## src/rtl/invertn_pipe.sv

```systemverilog
// Elastic DEPTH-stage pipeline that passes, inverts, XORs or XNORs each accepted word with MASK.
// Define INVERTN_PIPE_CNT_EN to add the 16-bit COUNT output (output transfers since reset).
module invertn_pipe #(
    parameter int WIDTH = 8,
    parameter int DEPTH = 2
) (
    input  logic             CLK,
    input  logic             RESETN,
    input  logic             I_VALID,
    output logic             I_READY,
    input  logic [WIDTH-1:0] I,
    input  logic [1:0]       MODE,
    input  logic [WIDTH-1:0] MASK,
    output logic             O_VALID,
    input  logic             O_READY,
    output logic [WIDTH-1:0] O
`ifdef INVERTN_PIPE_CNT_EN
    ,
    output logic [15:0]      COUNT
`endif
);

    typedef enum logic [1:0] {
        OP_PASS   = 2'b00,
        OP_INVERT = 2'b01,
        OP_XOR    = 2'b10,
        OP_XNOR   = 2'b11
    } op_e;

    logic [DEPTH-1:0] valid_vec;
    logic [DEPTH-1:0] advance;
    logic [WIDTH-1:0] data_vec [DEPTH];
    logic [WIDTH-1:0] result;

    // The operation is resolved on entry, so later MODE/MASK changes cannot reach accepted words.
    always_comb begin
        result = I;
        case (op_e'(MODE))
            OP_PASS:   result = I;
            OP_INVERT: result = ~I;
            OP_XOR:    result = I ^ MASK;
            OP_XNOR:   result = ~(I ^ MASK);
            default:   result = I;
        endcase
    end

    // Ready ripples back from the output; an empty stage always accepts, so there are no bubbles.
    assign advance[DEPTH-1] = ~valid_vec[DEPTH-1] | O_READY;

    generate
        for (genvar gi = 0; gi < DEPTH - 1; gi++) begin : g_advance
            assign advance[gi] = ~valid_vec[gi] | advance[gi+1];
        end
    endgenerate

    generate
        for (genvar gi = 0; gi < DEPTH; gi++) begin : g_stage
            logic             stage_valid_reg;
            logic [WIDTH-1:0] stage_data_reg;
            logic             in_valid;
            logic [WIDTH-1:0] in_data;

            if (gi == 0) begin : g_head
                assign in_valid = I_VALID;
                assign in_data  = result;
            end else begin : g_body
                assign in_valid = valid_vec[gi-1];
                assign in_data  = data_vec[gi-1];
            end

            always_ff @(posedge CLK) begin
                if (!RESETN) begin
                    stage_valid_reg <= 1'b0;
                    stage_data_reg  <= '0;
                end else if (advance[gi]) begin
                    stage_valid_reg <= in_valid;
                    if (in_valid) begin
                        stage_data_reg <= in_data;
                    end
                end
            end

            assign valid_vec[gi] = stage_valid_reg;
            assign data_vec[gi]  = stage_data_reg;
        end
    endgenerate

    assign I_READY = advance[0];
    assign O_VALID = valid_vec[DEPTH-1];
    assign O       = data_vec[DEPTH-1];

`ifdef INVERTN_PIPE_CNT_EN
    logic [15:0] count_reg;

    always_ff @(posedge CLK) begin
        if (!RESETN) begin
            count_reg <= 16'h0000;
        end else if (O_VALID && O_READY) begin
            count_reg <= count_reg + 16'h0001;
        end
    end

    assign COUNT = count_reg;
`endif

endmodule
```

## config.mk

```make
export PLATFORM = sky130hd
export DESIGN_NAME = invertn_pipe
export DESIGN_NICKNAME = d
export VERILOG_FILES = /design/src/rtl/invertn_pipe.sv
export SDC_FILE = /design/constraint.sdc
export NUM_CORES = 1
export LEC_CHECK = 0
export CAP_MARGIN = 0
export CORE_MARGIN = 5
export CORE_UTILIZATION = 30
export DETAILED_ROUTE_END_ITERATION = 12
export MAX_ROUTING_LAYER = met4
export SKIP_LAST_GASP = 1
export SLEW_MARGIN = 10
export SYNTH_ARGS = -nofsm -noshare
export SYNTH_HDL_FRONTEND = slang
export SYNTH_SLANG_ARGS = --single-unit
```

## constraint.sdc

```tcl
create_clock -name CLK -period 1.5 [get_ports CLK]
set_input_delay 0.15 -clock CLK [delete_from_list [all_inputs] [get_ports CLK]]
set_output_delay 0.15 -clock CLK [all_outputs]
set_load 0.01 [all_outputs]
```

==> results.sh <==
export IMPL_status="completed"
export IMPL_placementRows=19
export IMPL_dieArea_um2=3990
export IMPL_cellLeakagePower_nw=0.478
export IMPL_synth_edff_count=0
export IMPL_vias=692
export IMPL_cts_tree="yes"
export IMPL_synth_flop_cell="dfxtp_1"
export IMPL_seqPwrFrac_pct=55.1
export IMPL_critPathTopFamily="buffers and inverters"
export IMPL_path_depth=1
export IMPL_hold_viol_final=0
export IMPL_ctsHtreeMaxLevel=1
export IMPL_coreArea_um2=2730
export IMPL_worstPathRequired_ns=1.35
export IMPL_total_power_mw=0.954
export IMPL_rrSetupSlack_ns=0.35
export IMPL_min_path_type="flop to flop"
export IMPL_syn_avg_cell_area_um2=9.41
export IMPL_synth_compound_area_share_pct=20.8
export IMPL_synthMostInstantiatedCell="dfxtp_1"
export IMPL_track_usage_pct=9.55
export IMPL_setup_viol=0
export IMPL_routed_wl_um=1620
export IMPL_grt_max_degree=11
export IMPL_drv_cap=0
export IMPL_reg2regPathDepth=4
export IMPL_cpPeakStageDelay_ns=0.56
export IMPL_clockBufferDepth=2
export IMPL_ys_top_cells_by_count="dfxtp_1 (18), a21oi_1 (10)"
export IMPL_power_density_nw_per_um2=781
export IMPL_vdd_drop_max_v=0.000349
export IMPL_max_freq_mhz=711
export IMPL_synthXorXnorAreaFrac_pct=16.5
export IMPL_yosys_register_bits=18
export IMPL_place_inst=152
export IMPL_clockPowerShare_pct=23.4
export IMPL_min_path_cells=2
export IMPL_cts_hold_buf=0
export IMPL_tightestPinTransition_ns=0.281
export IMPL_synthMuxAreaShare_pct=0
export IMPL_gp_congestion=0.643
export IMPL_synth_area_um2=847
export IMPL_synthArstFlopShare_pct=0
export IMPL_relSlewSlack_pct=81.2
export IMPL_numCtsBuffers=3
export IMPL_min_period_ns=1.41
export IMPL_dr_pass1_iters=5
export IMPL_final_util_pct=44.7
export IMPL_synthAdderAreaFrac_pct=0
export IMPL_cp_start_kind="flop"
export IMPL_root_buffer="clkbuf_4"
export IMPL_synthSimpleGateAreaFrac_pct=13.4
export IMPL_diodes=0
export IMPL_ant_nets=0
export IMPL_viasPerCell=4.46
export IMPL_fin_crit_sh_pct=93.8
export IMPL_drive_above_1_share_pct=9.68
export IMPL_die_h_um=63.1
export IMPL_reg2reg_from="O_VALID"
export IMPL_ys_seq_area_share_pct=42.5
export IMPL_drc=0
export IMPL_stdcell_count=155
export IMPL_syn_to_final_growth_pct=44.2
export IMPL_synth_cell_types=16
export IMPL_antenna_found_initial=0
export IMPL_yosysTopAreaCell="dfxtp_1"
export IMPL_grt_first_pass_wirelength_um=3060
export IMPL_power_switching_mw=0.227
export IMPL_yosysWarnings=0
export IMPL_drt_wirelength_per_cell_um=10.4
export IMPL_syn_num_nets=112
export IMPL_hpwl_um=1390
export IMPL_crit_type="flop to output pin"
export IMPL_rsz0062_at_grt="no"
export IMPL_timing_critical_path_to="O_VALID"
export IMPL_tns_ns=0
export IMPL_io_buffers=31
export IMPL_cp_slowest_cell="clkdlybuf4s50_1"
export IMPL_nets=148
export IMPL_critPathMaxFanout=4
export IMPL_clk_latency_ns=0.28
export IMPL_first_global_vias=732
export IMPL_worstPathArrival_ns=1.26
export IMPL_slew_viol_final=0
export IMPL_drt_iter0_markers=11
export IMPL_cp_end_kind="output pin"
export IMPL_cts_sinks=18
export IMPL_hold_ws_ns=0.479
export IMPL_netlist_instances=90
export IMPL_cp_num_buf_inv=1
export IMPL_die_w_um=63.1
export IMPL_cp_startpoint="O_VALID"
export IMPL_fin_skew_ns=0.00326
export IMPL_internal_power_mw=0.728
export IMPL_clkTransAtPathRegs_ns=0.09
export IMPL_io_pins=32
export IMPL_initial_core_util_pct=31.0
export IMPL_cp_cell_sequence="clkdlybuf4s50_1"
export IMPL_pwr_share_comb_pct=21.5
export IMPL_grt_overflow=0
export IMPL_synth_top_cell_area_share_pct=42.5
export IMPL_r2r_end="g_stage[0].stage_data_reg[6]"
export IMPL_ys_top_cells_by_area="dfxtp_1 (43%), a22o_1 (8.3%), xnor2_1 (8.3%)"
export IMPL_switching_share_pct=23.7
export IMPL_synth_top_family_by_area="compound AO/OA/AOI/OAI gates"
-- worst min-delay path by stage --
stage,from,to
floorplan,I_VALID,g_stage[0].stage_valid_reg
global placement,O[2],O[2]
detailed placement,g_stage[0].stage_data_reg[7],g_stage[0].stage_data_reg[7]
CTS,g_stage[0].stage_data_reg[7],O[7]
global route,I_VALID,g_stage[0].stage_valid_reg
finish,O[0],O[0]
-- logic make-up (layout without fill, tap and decap cells) --
group	count (synthesis)	after routing
AND/OR/NAND/NOR	20	20
AO/OA/AOI/OAI	27	27
flip-flops	18	18
buffers and inverters	9	43
XOR/XNOR	16	16
-- stage by stage --
step | setup WS (ns) | instance area, um2
after detailed placement | 0.0332 | 1200
after global routing | 0.0180 | 1220
after floorplan | 0.315 | 847
final | 0.0936 | 1220
after CTS | 0.0241 | 1220
after global placement | 0.0398 | 1200
-- layout by cell type (no fill, tap or decap), drive strengths merged --
master,count
inv,3
nand2,8
nand3,8
dfxtp,18
clkbuf,3
o21ai,8
a22o,8
and3,1
a21oi,11
nand3b,1
dlymetal6s2s,1
buf,6
nand2b,1
clkdlybuf4s50,30
xor2,8
xnor2,8
nor2b,1
-- tightest hold or removal path, stage by stage (launching register included) --
cell     delay, ns
dfxtp_1       0.31
o21ai_0       0.06
a21oi_1       0.06
-- area by class of cell --
cell class	instances	area, um2
Multi-Input combinational cell	63	430
Inverter	3	11.3
Timing Repair Buffer	37	358
Sequential cell	18	360
Fill cell	274	1510
Tap cell	31	38.8
Clock buffer	3	22.5
-- power by group through the flow --
stage / logic (mW) / clock network (mW) / registers, mW
3_5_place_dp: 0.208 / 0 / 0.537
5_1_grt: 0.228 / 0.262 / 0.530
6_report: 0.205 / 0.224 / 0.525
2_1_floorplan: 0.117 / 0 / 0.535
4_1_cts: 0.209 / 0.228 / 0.526
3_3_place_gp: 0.205 / 0 / 0.536
-- routing by layer --
layer	track usage (%)	vias up	part of all wire (%)
li1	-	375	-
met1	11.3	286	46
met2	14.1	27	46
met3	2.49	4	6.3
met4	6.37	0	2.1
met5	-	-	0
-- what timing repair did --
item,4_1_cts,5_1_grt
setup buffers,0,0
endpoints found under the setup margin,0,1
resized for setup,0,1
Note: power is estimated with default switching activity, not from simulation.
